$ cat src/rtl/pipe_ctrl.sv
// Pipeline control for the 5-stage core: stall vector, exception flush and
// redirect PC, plus stall/exception statistics and a stall watchdog.
module pipe_ctrl #(
  parameter logic [31:0] EXC_VECTOR    = 32'h0000_0020,
  parameter int unsigned STALL_TIMEOUT = 16,
  parameter int unsigned CNT_W         = 32
) (
  input  logic             clk,
  input  logic             rst_n,
  input  logic             stallreq_id,
  input  logic             stallreq_ex,
  input  logic             stallreq_mem,
  input  logic [31:0]      excep_type,
  input  logic [31:0]      cp0_epc,
  output logic [5:0]       stall,
  output logic             flush,
  output logic [31:0]      new_pc,
  output logic [CNT_W-1:0] stall_cycles,
  output logic [CNT_W-1:0] excep_count,
  output logic             stall_timeout
);

  localparam int unsigned RUN_W    = $clog2(STALL_TIMEOUT);
  localparam logic [31:0] EXC_ERET = 32'h0000_000e;
  localparam logic [5:0]  STALL_MEM  = 6'b011111;
  localparam logic [5:0]  STALL_EX   = 6'b001111;
  localparam logic [5:0]  STALL_ID   = 6'b000111;
  localparam logic [5:0]  STALL_NONE = 6'b000000;

  typedef enum logic {
    IDLE,
    FLUSHED
  } state_t;

  state_t             state, state_nxt;
  logic [5:0]         stall_enc;
  logic [RUN_W-1:0]   run_cnt;
  logic               stalled;

  // Priority MEM > EX > ID; each code leaves exactly one bubble point.
  always_comb begin
    stall_enc = STALL_NONE;
    if (stallreq_mem)      stall_enc = STALL_MEM;
    else if (stallreq_ex)  stall_enc = STALL_EX;
    else if (stallreq_id)  stall_enc = STALL_ID;
  end

  always_ff @(posedge clk or negedge rst_n) begin
    if (!rst_n) state <= IDLE;
    else        state <= state_nxt;
  end

  // Outputs are forced low while reset is asserted so they clear immediately.
  always_comb begin
    state_nxt = state;
    stall     = STALL_NONE;
    flush     = 1'b0;
    new_pc    = 32'h0;
    if (rst_n) begin
      if (state == IDLE && excep_type != 32'h0) begin
        flush     = 1'b1;
        new_pc    = (excep_type == EXC_ERET) ? cp0_epc : EXC_VECTOR;
        state_nxt = FLUSHED;
      end else begin
        stall     = stall_enc;
        state_nxt = IDLE;
      end
    end
  end

  assign stalled = (stall != STALL_NONE);

  // Saturating statistics counters.
  always_ff @(posedge clk or negedge rst_n) begin
    if (!rst_n) begin
      stall_cycles <= '0;
      excep_count  <= '0;
    end else begin
      if (stalled && stall_cycles != '1) stall_cycles <= stall_cycles + CNT_W'(1);
      if (flush && excep_count != '1)    excep_count  <= excep_count + CNT_W'(1);
    end
  end

  // Watchdog: run counter holds at its last value; timeout flag is sticky.
  always_ff @(posedge clk or negedge rst_n) begin
    if (!rst_n) begin
      run_cnt       <= '0;
      stall_timeout <= 1'b0;
    end else if (stalled) begin
      if (run_cnt == RUN_W'(STALL_TIMEOUT - 1)) stall_timeout <= 1'b1;
      else                                      run_cnt <= run_cnt + RUN_W'(1);
    end else begin
      run_cnt <= '0;
    end
  end

endmodule

$ cat config.mk
export PLATFORM = sky130hd
export DESIGN_NAME = pipe_ctrl
export DESIGN_NICKNAME = d
export VERILOG_FILES = /design/src/rtl/pipe_ctrl.sv
export SDC_FILE = /design/constraint.sdc
export NUM_CORES = 1
export LEC_CHECK = 0
export BUFFER_PORTS_ARGS = -buffer_cell sky130_fd_sc_hd__buf_2
export CORE_ASPECT_RATIO = 0.6
export CORE_MARGIN = 2
export CORE_UTILIZATION = 37
export CTS_BUF_LIST = sky130_fd_sc_hd__clkbuf_8
export DETAILED_ROUTE_END_ITERATION = 16
export PLACE_DENSITY = 0.68
export SLEW_MARGIN = 20
export SYNTH_ARGS = -nofsm -noshare
export SYNTH_HDL_FRONTEND = slang
export SYNTH_SLANG_ARGS = --single-unit
$ cat constraint.sdc
create_clock -name clk -period 6.5 [get_ports clk]
set_input_delay 1.3 -clock clk [delete_from_list [all_inputs] [get_ports clk]]
set_output_delay 1.3 -clock clk [all_outputs]
set_load 0.05 [all_outputs]
* Word level (Yosys, flattened, before mapping)
Cells that the tools add are included.
** Word-level totals
- Input bits :: 69
- Bits in registers :: 70
- Logic and storage cells :: 32
- Output and inout bits :: 104
** Operators by class
- Reductions and logical operators :: 6
- Equal/unequal tests :: 5
- Multiplexer cells :: 12
- $add $sub $neg :: 3
- Bitwise gates (word level) :: 1
** Operator list (number)
- $mux 32 :: 3
- $add 32x1->32 const B :: 2
- $ne 32x32->1 const B :: 2
- $eq 32x4->1 const B :: 1
- $reduce_bool 32->1 :: 1
- $mux 6 :: 4
- $mux 4 :: 2
- $reduce_bool 6->1 :: 1
- $add 4x1->4 const B :: 1
- $eq 4x4->1 const B :: 1
- $logic_and 1x1->1 :: 3
- $mux 3 :: 1
- $mux 1 :: 2
- $ne 2x2->1 const B :: 1
- $reduce_and 2->1 :: 1
- $not 1->1 :: 1

* Logic depth before layout (Yosys ltp)
- Word-level depth :: 7
- Mapped depth :: 8
- Depth with buffers taken out :: 7

* Least setup slack after synthesis
Ideal clock, no wire load.
- Path type :: input to output
- Start point :: in excep_type[21]
- End point :: out new_pc[0]
- Data required time :: 5200 ps
- Data arrival time :: 2965 ps
- Path slack :: 2235 ps
- Path buffers :: 1
- Stages :: 5
- Cells stage by stage :: nor4_1 nand4_1 nor4_1 clkbuf_1 and2_1
** Between the ends
- Longest elaborated chain between the ends :: 4
- Elaborated cells between the ends (all ways) :: 6
- Classes of those cells :: 1 x eq/ne; 3 x mux; 2 x reduce/logical
** RTL lines
- start: declaration :: RTL line 13 : input logic [31:0] excep_type,
- $eq 32x4->1 or $reduce_bool 32->1 (tied branches) :: RTL line 62, 60
- $mux 32 or $logic_and 1x1->1 (tied branches) :: RTL line 62, 60
- $mux 32 (*) :: RTL line 60 : if (state == IDLE && excep_type != 32'h0) begin
- $mux 32 (*) :: RTL line 59 : if (rst_n) begin
- end: declaration :: RTL line 17 : output logic [31:0] new_pc,
Every way passes the cells marked *; elsewhere a longest branch is shown, timed or not.

* Final worst setup path
- Start point :: in excep_type[9]
- End point :: out new_pc[29]
The elaborated chain is that of the path after synthesis.

==> reports/metrics.cfg <==
[detailed_routing]
vias_per_cell = 4.996
firstDrtPassIters = 4
ant_nets = 0
vias = 3372
post-route-drc-count = 0
drt_wl_total_mm = 10.38
wl_per_cell_um = 15.37
drt_iter0_markers = 181

[critical_path]
crit_type = input pin to output pin
r2r_slack_ns = 3.96
regToRegStartpoint = stall_cycles[16]$_DFFE_PN0P_
cp_slowest_cell = nor4_2
worstPathRequired_ns = 5.20
critPathCaptureType = output pin
r2r_cells = 7
worst_setup_path_start_kind = input pin
cpPeakStageDelay_ns = 0.35
cp_top_family = simple AND/OR/NAND/NOR gates
r2r-end = stall_cycles[19]$_DFFE_PN0P_
critical_path_buf_inv_count = 3
cp_data_arrival_time_ns = 3.14
crit_fanout = 31
cp_cell_sequence = buf_2, nor4_2, nand4_2, nor4_2, buf_4, and2_1, buf_2

[global_route]
grt_pass1_vias = 3182
grt_overflow = 0
grt_first_pass_wirelength_mm = 16.09
antenna_found_initial = 0
grt_max_degree = 52
gr-usage-all-layers = 0.1930

[floorplan]
die_h_um = 81.16
die_area_um2 = 10760
coreArea_um2 = 9739
core.rowCount = 28
start_util = 0.3769
io_pins = 173
fp.dieW_um = 132.6

[clocking]
cts-root-buf = clkbuf_8
cts_made_buffers = 9
hold_buffers = 0
cts_tree = done
htree_num_levels = 3
clk_latency_ns = 0.35
post_cts_buffers = 0
cts.clk_slew.worst_paths_ns = 0.08
cts.path.max_buffers = 2
clock-sinks = 70
cts.repair.resized = 0

[job]
maxCapViolations = 0

[sta]
setup_violations = 0
hold_ws_ns = 0.4730
drv_slew = 0
setup_tns_ns = 0
finClkSkew_ns = 0.009635
slew_headroom = 0.3418
grt_setup_unrepaired = false
max_freq_ghz = 0.2254
hold_violations = 0
worstMarginPinSlew_ns = 0.9837
period_minus_slack_ns = 4.437
min_period_over_period = 0.6826

[synth]
ys_seq_elements = 70
synth.net_count = 432
synth_area_per_cell_um2 = 10.20
synth_cells = 360
syn_area_um2 = 3671
netlist-cell-type-count = 40
yosysWarningCount = 0
yosysSeqAreaShare = 0.4772

[min_path]
hold_path.class = register to register
hold_start = stall_timeout$_DFFE_PN0P_
holdPathStages = 1
holdPathEnd = stall_timeout$_DFFE_PN0P_

[cells_and_area]
antennaDiodeCount = 0
fin_nets = 607
area_growth_pct = 32.48
final_common_cell = buf_2
drive_above_1_share = 0.3833
final_cell_mix = buf_2 (172), dfrtp_1 (70), xnor2_1 (44)

[placement]
dpl.hpwl_mm = 8.107
io_buffers = 171
gp_congestion = 0.8067

[power_and_ir_drop]
ir_drop_mv = 0.1873
p_per_area_nw_per_um2 = 239.9
cellLeakagePower_nw = 2.560

[run_status]
outcome = finished clean

per-stage QoR:
step / std cells / worst slack (ns) / utilization / total power (W) / area [um2]
floorplan: 360 / 2.235 / - / 0.0007313 / 3671
global placement: 658 / 2.049 / 0.4783 / 0.0008190 / 4658
detailed placement: 658 / 2.012 / 0.4783 / 0.0008239 / 4658
CTS: 674 / 1.995 / 0.4988 / 0.001183 / 4858
global route: 675 / 1.807 / 0.4994 / 0.001228 / 4863
finish: 675 / 2.063 / 0.4994 / 0.001167 / 4863
Yosys cell counts (all sizes together):
library cell	instances	share of area
xnor2	44	0.10
and3	13	0.022
inv	8	0.0082
conb	1	0.0010
nor3b	2	0.0055
o31ai	1	0.0058
a21oi	2	0.0027
o31a	3	0.0072
ha	3	0.010
o21bai	1	0.0020
a31oi	1	0.0017
or4b	1	0.0037
o211a	2	0.0055
nor2	18	0.020
nand2	33	0.034
mux2	2	0.0061
clkbuf	4	0.0041
nor3	17	0.026
o311ai	1	0.0044
mux2i	1	0.0027
o211ai	1	0.0020
and2	34	0.058
or3	4	0.0068
buf	6	0.012
nand4	26	0.046
o21ai	2	0.0027
nand3	21	0.029
nor4	12	0.027
and4	8	0.019
xor2	17	0.041
dfrtp	70	0.48
or2	1	0.0017
layout make-up:
type,count,area (um2)
Fill cell,946,4876
Multi-Input combinational cell,272,1837
Sequential cell,70,1752
Timing Repair Buffer,174,875.8
Tap cell,135,168.9
Clock buffer,10,137.6
Clock inverter,6,62.56
Inverter,8,30.03
registers in the layout (all words and copies together), names as in the netlist:
| signal | count |
|---|---|
| stall_timeout | 1 |
| stall_cycles | 32 |
| excep_count | 32 |
| run_cnt | 4 |
| state | 1 |
worst max-delay path by stage:
stage | to | start | slack, ns | cells past startpoint
floorplan | new_pc[0] | excep_type[21] | 2.24 | 5
global placement | new_pc[25] | excep_type[9] | 2.05 | 7
detailed placement | new_pc[25] | excep_type[9] | 2.01 | 7
CTS | new_pc[25] | excep_type[9] | 1.99 | 7
global route | new_pc[25] | excep_type[9] | 1.81 | 7
finish | new_pc[29] | excep_type[9] | 2.06 | 7
metal layers:
metal / global-route usage / up-vias / part of all wire
li1: - / 1609 / -
met1: 0.2596 / 1627 / 0.45
met2: 0.3114 / 124 / 0.48
met3: 0.04682 / 12 / 0.061
met4: 0.06129 / 0 / 0.013
met5: 0 / - / 0
cells by family after synthesis:
group,count (synthesis),synth area share
buffers and inverters,18,0.02420
xor gates and xnor gates,61,0.1455
other,1,0.001022
adders and majority gates,3,0.01023
DFF,70,0.4772
muxes,3,0.008861
AOI/OAI and AO/OA,14,0.03409
and+or+nand+nor,190,0.2989
power breakdown:
group	internal [W]	switching, W	total, W
Sequential	0.000472	0.0000479	0.000519
Clock	0.000186	0.000168	0.000355
Combinational	0.0000811	0.000212	0.000293
Total	0.000739	0.000428	0.00117
No activity file was read; power rests on OpenSTA's default activity.
